`src/rtl/svn_pkg.sv`:
```
// Shared types and constants for the seven-segment scan driver.
// Latency: n/a (declarations only).
// Backpressure: n/a.
package svn_pkg;

  // Segment vector, bit 6 = CA down to bit 0 = CG, active-low.
  typedef logic [6:0] seg_t;

  localparam seg_t SEG_OFF = 7'b1111111;

  localparam seg_t GLYPH_0 = 7'b0000001;
  localparam seg_t GLYPH_1 = 7'b1001111;
  localparam seg_t GLYPH_2 = 7'b0010010;
  localparam seg_t GLYPH_3 = 7'b0000110;
  localparam seg_t GLYPH_4 = 7'b1001100;
  localparam seg_t GLYPH_5 = 7'b0100100;
  localparam seg_t GLYPH_6 = 7'b0100000;
  localparam seg_t GLYPH_7 = 7'b0001111;
  localparam seg_t GLYPH_8 = 7'b0000000;
  localparam seg_t GLYPH_9 = 7'b0000100;
  localparam seg_t GLYPH_A = 7'b0001000;
  localparam seg_t GLYPH_B = 7'b1100000;
  localparam seg_t GLYPH_C = 7'b0110001;
  localparam seg_t GLYPH_D = 7'b1000010;
  localparam seg_t GLYPH_E = 7'b0110000;
  localparam seg_t GLYPH_F = 7'b0111000;

endpackage

```
`src/rtl/svn_scan_drv_if.sv`:
```
// Load-side and display-side signal bundle of the scan driver.
// Latency: n/a (wiring only).
// Backpressure: none; load is a fire-and-forget strobe.
interface svn_scan_drv_if #(
  parameter int NUM_DIGITS = 4
);
  logic                      load;
  logic [4*NUM_DIGITS-1:0]   data_in;
  logic [NUM_DIGITS-1:0]     dp_in;
  logic                      lz_en;
  logic                      CA, CB, CC, CD, CE, CF, CG, DP;
  logic [NUM_DIGITS-1:0]     AN;
  logic                      frame_done;

  // Producer of display values, consumer of the pin outputs.
  modport master (
    output load, data_in, dp_in, lz_en,
    input  CA, CB, CC, CD, CE, CF, CG, DP, AN, frame_done
  );

  // The driver itself.
  modport slave (
    input  load, data_in, dp_in, lz_en,
    output CA, CB, CC, CD, CE, CF, CG, DP, AN, frame_done
  );
endinterface

```
`src/rtl/svn_glyph_rom.sv`:
```
// 4-bit digit code to active-low CA..CG glyph; hex letters optional.
// Latency: combinational.
// Backpressure: none.
module svn_glyph_rom
  import svn_pkg::*;
#(
  parameter int HEX_EN = 1
) (
  input  logic [3:0] code,
  output seg_t       seg
);

  // Table lookup; letters collapse to dark when hex display is disabled.
  always_comb begin
    seg = SEG_OFF;
    case (code)
      4'h0: seg = GLYPH_0;
      4'h1: seg = GLYPH_1;
      4'h2: seg = GLYPH_2;
      4'h3: seg = GLYPH_3;
      4'h4: seg = GLYPH_4;
      4'h5: seg = GLYPH_5;
      4'h6: seg = GLYPH_6;
      4'h7: seg = GLYPH_7;
      4'h8: seg = GLYPH_8;
      4'h9: seg = GLYPH_9;
      4'hA: seg = (HEX_EN != 0) ? GLYPH_A : SEG_OFF;
      4'hB: seg = (HEX_EN != 0) ? GLYPH_B : SEG_OFF;
      4'hC: seg = (HEX_EN != 0) ? GLYPH_C : SEG_OFF;
      4'hD: seg = (HEX_EN != 0) ? GLYPH_D : SEG_OFF;
      4'hE: seg = (HEX_EN != 0) ? GLYPH_E : SEG_OFF;
      4'hF: seg = (HEX_EN != 0) ? GLYPH_F : SEG_OFF;
      default: seg = SEG_OFF;
    endcase
  end

endmodule

```
`src/rtl/svn_scan_drv.sv`:
```
// Multiplexed common-anode 7-segment driver with blanking gap, LZ suppress, frame-synchronous double buffer.
// Latency: pin outputs registered one cycle after scan state; loaded values appear at the next frame wrap.
// Backpressure: none; loads are always accepted, the last load before a wrap wins.
module svn_scan_drv
  import svn_pkg::*;
#(
  parameter int NUM_DIGITS  = 4,
  parameter int REFRESH_DIV = 100000,
  parameter int BLANK_CYC   = 1000,
  parameter int HEX_EN      = 1
) (
  input  logic           clk,
  input  logic           rst_n,
  svn_scan_drv_if.slave  bus
);

  localparam int CNT_W = $clog2(REFRESH_DIV);
  localparam int IDX_W = (NUM_DIGITS > 1) ? $clog2(NUM_DIGITS) : 1;
  localparam logic [CNT_W-1:0] CNT_TC   = CNT_W'(REFRESH_DIV - 1);
  localparam logic [IDX_W-1:0] IDX_LAST = IDX_W'(NUM_DIGITS - 1);

  // Reject parameter combinations the scan logic is not built for.
  if (NUM_DIGITS < 1 || NUM_DIGITS > 8) begin : g_bad_digits
    $error("svn_scan_drv: NUM_DIGITS must be 1..8");
  end
  if (REFRESH_DIV < 2) begin : g_bad_div
    $error("svn_scan_drv: REFRESH_DIV must be >= 2");
  end
  if (BLANK_CYC < 0 || BLANK_CYC > REFRESH_DIV - 1) begin : g_bad_blank
    $error("svn_scan_drv: BLANK_CYC must be 0..REFRESH_DIV-1");
  end

  // Scan position.
  logic [CNT_W-1:0]        cnt_q, cnt_d;
  logic [IDX_W-1:0]        idx_q, idx_d;

  // Pending (written by load) and active (displayed) buffers.
  logic [4*NUM_DIGITS-1:0] pend_dat_q, pend_dat_d;
  logic [NUM_DIGITS-1:0]   pend_dp_q, pend_dp_d;
  logic                    pend_lz_q, pend_lz_d;
  logic                    pend_flag_q, pend_flag_d;
  logic [4*NUM_DIGITS-1:0] act_dat_q, act_dat_d;
  logic [NUM_DIGITS-1:0]   act_dp_q, act_dp_d;
  logic                    act_lz_q, act_lz_d;

  // Registered pin state.
  logic [NUM_DIGITS-1:0]   an_q, an_d;
  seg_t                    seg_q, seg_d;
  logic                    dp_q, dp_d;
  logic                    frame_done_q, frame_done_d;

  logic                    tc, wrap, blank;
  logic [3:0]              dig_code;
  logic                    dig_dp, dig_supp;
  logic [NUM_DIGITS-1:0]   supp;
  logic                    zero_run;
  seg_t                    glyph;

  // Slot counter and digit index; wrap marks the frame boundary.
  always_comb begin
    tc    = (cnt_q == CNT_TC);
    wrap  = tc && (idx_q == IDX_LAST);
    cnt_d = tc ? '0 : cnt_q + 1'b1;
    idx_d = idx_q;
    if (tc) begin
      idx_d = wrap ? '0 : idx_q + 1'b1;
    end
    frame_done_d = wrap;
  end

  // Double buffer: a wrap transfers what was pending before any same-cycle load.
  always_comb begin
    pend_dat_d  = pend_dat_q;
    pend_dp_d   = pend_dp_q;
    pend_lz_d   = pend_lz_q;
    pend_flag_d = pend_flag_q;
    act_dat_d   = act_dat_q;
    act_dp_d    = act_dp_q;
    act_lz_d    = act_lz_q;
    if (wrap && pend_flag_q) begin
      act_dat_d   = pend_dat_q;
      act_dp_d    = pend_dp_q;
      act_lz_d    = pend_lz_q;
      pend_flag_d = 1'b0;
    end
    if (bus.load) begin
      pend_dat_d  = bus.data_in;
      pend_dp_d   = bus.dp_in;
      pend_lz_d   = bus.lz_en;
      pend_flag_d = 1'b1;
    end
  end

  // Leading-zero mask: blank from the top digit down while codes stay zero; digit 0 always shows.
  always_comb begin
    supp     = '0;
    zero_run = act_lz_q;
    for (int i = NUM_DIGITS - 1; i >= 1; i--) begin
      zero_run = zero_run & (act_dat_q[4*i +: 4] == 4'h0);
      supp[i]  = zero_run;
    end
  end

  // Select the digit currently being scanned.
  always_comb begin
    dig_code = 4'h0;
    dig_dp   = 1'b0;
    dig_supp = 1'b0;
    for (int i = 0; i < NUM_DIGITS; i++) begin
      if (idx_q == IDX_W'(i)) begin
        dig_code = act_dat_q[4*i +: 4];
        dig_dp   = act_dp_q[i];
        dig_supp = supp[i];
      end
    end
  end

  svn_glyph_rom #(
    .HEX_EN (HEX_EN)
  ) u_glyph_rom (
    .code (dig_code),
    .seg  (glyph)
  );

  // Next pin state: dark during the anti-ghost gap, otherwise one anode and its glyph.
  always_comb begin
    blank = (32'(cnt_q) < 32'(BLANK_CYC));
    an_d  = '1;
    seg_d = SEG_OFF;
    dp_d  = 1'b1;
    if (!blank) begin
      an_d  = ~(NUM_DIGITS'(1) << idx_q);
      seg_d = dig_supp ? SEG_OFF : glyph;
      dp_d  = ~dig_dp;
    end
  end

  // State and pin registers; reset forces the display dark and drops pending data.
  always_ff @(posedge clk or negedge rst_n) begin
    if (!rst_n) begin
      cnt_q        <= '0;
      idx_q        <= '0;
      pend_dat_q   <= '0;
      pend_dp_q    <= '0;
      pend_lz_q    <= 1'b0;
      pend_flag_q  <= 1'b0;
      act_dat_q    <= '0;
      act_dp_q     <= '0;
      act_lz_q     <= 1'b0;
      an_q         <= '1;
      seg_q        <= SEG_OFF;
      dp_q         <= 1'b1;
      frame_done_q <= 1'b0;
    end else begin
      cnt_q        <= cnt_d;
      idx_q        <= idx_d;
      pend_dat_q   <= pend_dat_d;
      pend_dp_q    <= pend_dp_d;
      pend_lz_q    <= pend_lz_d;
      pend_flag_q  <= pend_flag_d;
      act_dat_q    <= act_dat_d;
      act_dp_q     <= act_dp_d;
      act_lz_q     <= act_lz_d;
      an_q         <= an_d;
      seg_q        <= seg_d;
      dp_q         <= dp_d;
      frame_done_q <= frame_done_d;
    end
  end

  assign {bus.CA, bus.CB, bus.CC, bus.CD, bus.CE, bus.CF, bus.CG} = seg_q;
  assign bus.DP         = dp_q;
  assign bus.AN         = an_q;
  assign bus.frame_done = frame_done_q;

endmodule

```
`src/flat_wrapper.sv`:
```
// flat-port wrapper written by rule: the top's interface ports become plain ports
module svn_scan_drv_flat import svn_pkg::*;
#(
  parameter int NUM_DIGITS  = 4,
  parameter int REFRESH_DIV = 100000,
  parameter int BLANK_CYC   = 1000,
  parameter int HEX_EN      = 1
)
  (clk, rst_n, bus_load, bus_data_in, bus_dp_in, bus_lz_en, bus_CA, bus_CB, bus_CC, bus_CD, bus_CE, bus_CF, bus_CG, bus_DP, bus_AN, bus_frame_done);
  svn_scan_drv_if #(.NUM_DIGITS(NUM_DIGITS)) bus_i ();
  input  logic clk;
  input  logic rst_n;
  input wire logic [$bits(bus_i.load)-1:0] bus_load;
  input wire logic [$bits(bus_i.data_in)-1:0] bus_data_in;
  input wire logic [$bits(bus_i.dp_in)-1:0] bus_dp_in;
  input wire logic [$bits(bus_i.lz_en)-1:0] bus_lz_en;
  output wire logic [$bits(bus_i.CA)-1:0] bus_CA;
  output wire logic [$bits(bus_i.CB)-1:0] bus_CB;
  output wire logic [$bits(bus_i.CC)-1:0] bus_CC;
  output wire logic [$bits(bus_i.CD)-1:0] bus_CD;
  output wire logic [$bits(bus_i.CE)-1:0] bus_CE;
  output wire logic [$bits(bus_i.CF)-1:0] bus_CF;
  output wire logic [$bits(bus_i.CG)-1:0] bus_CG;
  output wire logic [$bits(bus_i.DP)-1:0] bus_DP;
  output wire logic [$bits(bus_i.AN)-1:0] bus_AN;
  output wire logic [$bits(bus_i.frame_done)-1:0] bus_frame_done;
  assign bus_i.load = bus_load;
  assign bus_i.data_in = bus_data_in;
  assign bus_i.dp_in = bus_dp_in;
  assign bus_i.lz_en = bus_lz_en;
  assign bus_CA = bus_i.CA;
  assign bus_CB = bus_i.CB;
  assign bus_CC = bus_i.CC;
  assign bus_CD = bus_i.CD;
  assign bus_CE = bus_i.CE;
  assign bus_CF = bus_i.CF;
  assign bus_CG = bus_i.CG;
  assign bus_DP = bus_i.DP;
  assign bus_AN = bus_i.AN;
  assign bus_frame_done = bus_i.frame_done;
  svn_scan_drv #(.NUM_DIGITS(NUM_DIGITS), .REFRESH_DIV(REFRESH_DIV), .BLANK_CYC(BLANK_CYC), .HEX_EN(HEX_EN)) u_core (.clk(clk), .rst_n(rst_n), .bus(bus_i));
endmodule
```
`config.mk`:
```
export PLATFORM = sky130hd
export DESIGN_NAME = svn_scan_drv_flat
export DESIGN_NICKNAME = d
export VERILOG_FILES = /design/src/rtl/svn_pkg.sv /design/src/rtl/svn_scan_drv_if.sv /design/src/rtl/svn_glyph_rom.sv /design/src/rtl/svn_scan_drv.sv /design/src/flat_wrapper.sv
export SDC_FILE = /design/constraint.sdc
export NUM_CORES = 1
export LEC_CHECK = 0
export BUFFER_PORTS_ARGS = -buffer_cell sky130_fd_sc_hd__buf_2
export CORE_UTILIZATION = 40
export CTS_CLUSTER_SIZE = 28
export DETAILED_ROUTE_END_ITERATION = 7
export HOLD_SLACK_MARGIN = 0.08
export PLACE_DENSITY = 0.6
export SLEW_MARGIN = 20
export SYNTH_ARGS = -nofsm -noshare
export SYNTH_HDL_FRONTEND = slang
export SYNTH_SLANG_ARGS = --single-unit
export TNS_END_PERCENT = 20
```
`constraint.sdc`:
```
create_clock -name clk -period 4.3 [get_ports clk]
set_input_delay 0.645 -clock clk [delete_from_list [all_inputs] [get_ports clk]]
set_output_delay 0.645 -clock clk [all_outputs]
set_load 0.005 [all_outputs]
```
==> results.sh <==
export IMPL_wl_per_cell_um=14.4
export IMPL_rows=33
export IMPL_grt_pass1_wl_um=10400
export IMPL_start_kind="flip-flop"
export IMPL_place_ws_ns=1.55
export IMPL_yosysSeqAreaShare=0.546
export IMPL_relSlewSlack=0.357
export IMPL_drt_iter0_drc=63
export IMPL_dieArea_um2=9040
export IMPL_status="completed"
export IMPL_drt_wl_total_um=6100
export IMPL_syn_area_um2=3470
export IMPL_vias_per_cell=5.03
export IMPL_grt_max_degree=46
export IMPL_io_pins=37
export IMPL_dp_hpwl_um=4280
export IMPL_async_flop_share=1.00
export IMPL_pwr_density_cell_nw_per_um2=335
export IMPL_maxCapViolCount=0
export IMPL_post_cts_buffers=0
export IMPL_area_growth_pct=13.9
export IMPL_finalHoldViolations=0
export IMPL_p_leak_nw=1.78
export IMPL_syn_num_nets=309
export IMPL_vias=2128
export IMPL_clk_pin_slew_ns=0.07
export IMPL_cpMaxStageDelayCell="or4_4"
export IMPL_grt_total_usage=0.156
export IMPL_cts_hold_buf=0
export IMPL_cts_root_buffer="clkbuf_8"
export IMPL_diodes=0
export IMPL_max_freq_mhz=368
export IMPL_clkLatencyLatePin_ns=0.36
export IMPL_synth_edf_count=0
export IMPL_clockBufferDepth=2
export IMPL_die_width_um=95.1
export IMPL_ys_ff_latch=75
export IMPL_gp_congestion=0.785
export IMPL_cts_htree_levels=3
export IMPL_fin_hold_ws_ns=0.268
export IMPL_cp_end_kind="flip-flop"
export IMPL_grt_pass1_vias=2091
export IMPL_postRouteAntennaNets=0
export IMPL_rr_worst_depth=5
export IMPL_worst_pin_slew_ns=0.965
export IMPL_required_ns=4.54
export IMPL_syn_inst=274
export IMPL_crit_cells=5
export IMPL_antenna_found_initial=0
export IMPL_route_detailed_drc=0
export IMPL_fin_worst_skew_ns=0.0123
export IMPL_fin_util=0.476
export IMPL_place_inst=407
export IMPL_period_share=0.631
export IMPL_fp_dieH_um=95.1
export IMPL_finalSetupTns_ns=0
export IMPL_path_cells="or4_4 > nor4_4 > buf_4 > nand3_2 > mux2_4"
export IMPL_nets=348
export IMPL_synth_top_flop_cell="dfrtp_1"
export IMPL_peakVddDrop_v=0.000184
export IMPL_power_mw=1.32
export IMPL_cpLargestDelayFamily="simple AND/OR/NAND/NOR gates"
export IMPL_fp_coreArea_um2=8300
export IMPL_hold_class="input port to asynchronous set/reset pin"
export IMPL_fin_area_um2=3950
export IMPL_fin_cells=423
export IMPL_drive_gt1_frac=0.362
export IMPL_fin_crit_ns=2.72
export IMPL_critical_path_max_stage_delay_ns=0.59
export IMPL_crit_type="flip-flop to flip-flop"
export IMPL_yosys_warnings=0
export IMPL_synth_cell_types=42
export IMPL_setup_violations=0
export IMPL_grt_setup_unrepaired="false"
export IMPL_crit_fanout=21
export IMPL_cts_sink_count=75
export IMPL_crit_arrival_ns=2.95
export IMPL_post_cts_resized=0
export IMPL_drt_pass1_iter_count=4
export IMPL_overflow=0
export IMPL_cts_inserted_buffers=9
export IMPL_slew_viol_final=0
export IMPL_post_dp_cell_area_um2=3750
export IMPL_cts_tree="built"
export IMPL_port_buffers=36
export IMPL_setup_slack_ns=1.58
export IMPL_initial_core_util=0.418
export IMPL_avgSynthCellArea_um2=12.7
export IMPL_path_buf_inv=1
==> per-layer routing <==
layer / share of wire / vias up / GRT usage
met5: 0 / - / 0
met2: 0.45 / 44 / 0.227
met1: 0.49 / 1036 / 0.212
li1: - / 1035 / -
met3: 0.043 / 13 / 0.0510
met4: 0.018 / 0 / 0.0644
==> registers in the layout (all words and copies together), names as in the netlist <==
signal                 cells
u_core.cnt_q              17
u_core.act_dat_q          16
u_core.pend_dat_q         16
u_core.seg_q               7
u_core.act_dp_q            4
u_core.bus.AN              4
u_core.pend_dp_q           4
u_core.idx_q               2
u_core.act_lz_q            1
u_core.bus.DP              1
u_core.bus.frame_done      1
u_core.pend_flag_q         1
u_core.pend_lz_q           1
==> cells in the mapped netlist, types with 3 or more instances <==
cell type,instances,share of area
nand3b_1,4,0.0087
nor3b_1,3,0.0065
mux2_4,20,0.087
nand3_1,5,0.0072
dfstp_2,12,0.091
o21ai_0,5,0.0072
inv_1,6,0.0065
xnor2_1,11,0.028
xor2_1,4,0.010
mux2i_1,3,0.0087
nand2_1,30,0.032
clkbuf_1,6,0.0065
nor4_1,5,0.0090
ha_1,11,0.040
dfrtp_1,63,0.45
o211ai_1,5,0.011
nor2_1,15,0.016
mux2_2,25,0.081
nor2b_1,5,0.0090
==> where the power goes <==
group	internal, mW	switching (mW)
Combinational	0.0261	0.0234
Clock	0.271	0.265
Sequential	0.725	0.0104
==> worst register-to-register path: stages, from the launching register on <==
cell,delay (ns)
dfrtp_1,0.43
or4_4,0.59
nor4_4,0.22
buf_4,0.23
nand3_2,0.60
mux2_4,0.54
==> placed cells by master, fill, tap and decap left out, drive strengths merged, types with 2 or more instances in the layout <==
master | netlist | routed
mux2i | 3 | 3
xor2 | 4 | 4
nor3 | 2 | 2
nand3b | 4 | 4
nand3 | 6 | 6
inv | 6 | 6
o21ai | 6 | 6
a211oi | 2 | 2
xnor2 | 11 | 11
nor3b | 3 | 3
and4 | 2 | 2
nand4 | 2 | 2
nor2 | 15 | 15
nor4 | 6 | 6
o211ai | 5 | 5
ha | 11 | 11
and3b | 2 | 2
nand2b | 2 | 2
and3 | 2 | 2
dfstp | 12 | 12
a311oi | 2 | 2
mux2 | 45 | 45
a21oi | 2 | 2
buf | 6 | 40
nor2b | 5 | 5
clkbuf | 6 | 11
clkinv | 0 | 3
o311ai | 2 | 2
dfrtp | 63 | 63
nand2 | 30 | 30
==> cell families after synthesis <==
kind of cell | share of synthesized area
compound gates | 0.0476
buf+inv | 0.0245
flops | 0.546
xor+xnor | 0.0379
simple gates | 0.128
mux | 0.176
fa+ha+maj | 0.0397
==> worst paths after layout <==
path / startpoint / endpoint / slack, ns
max: u_core.cnt_q[11] / u_core.act_dat_q[13] / 1.58
min: rst_n / u_core.cnt_q[7] / 0.27
max reg2reg: u_core.cnt_q[11] / u_core.act_dat_q[13] / 1.58
min reg2reg: u_core.cnt_q[0] / u_core.cnt_q[0] / 0.45
max in group asynchronous: rst_n / u_core.bus.DP / 3.17
min in group clk: u_core.cnt_q[0] / u_core.cnt_q[0] / 0.45
==> layout make-up <==
class	count	area, um2
Multi-Input combinational cell	181	1500
Tap cell	105	131
Inverter	6	22.5
Clock buffer	11	131
Fill cell	772	4350
Sequential cell	75	1890
Timing Repair Buffer	40	213
Clock inverter	5	63.8
(Power assumes the default switching activity.)
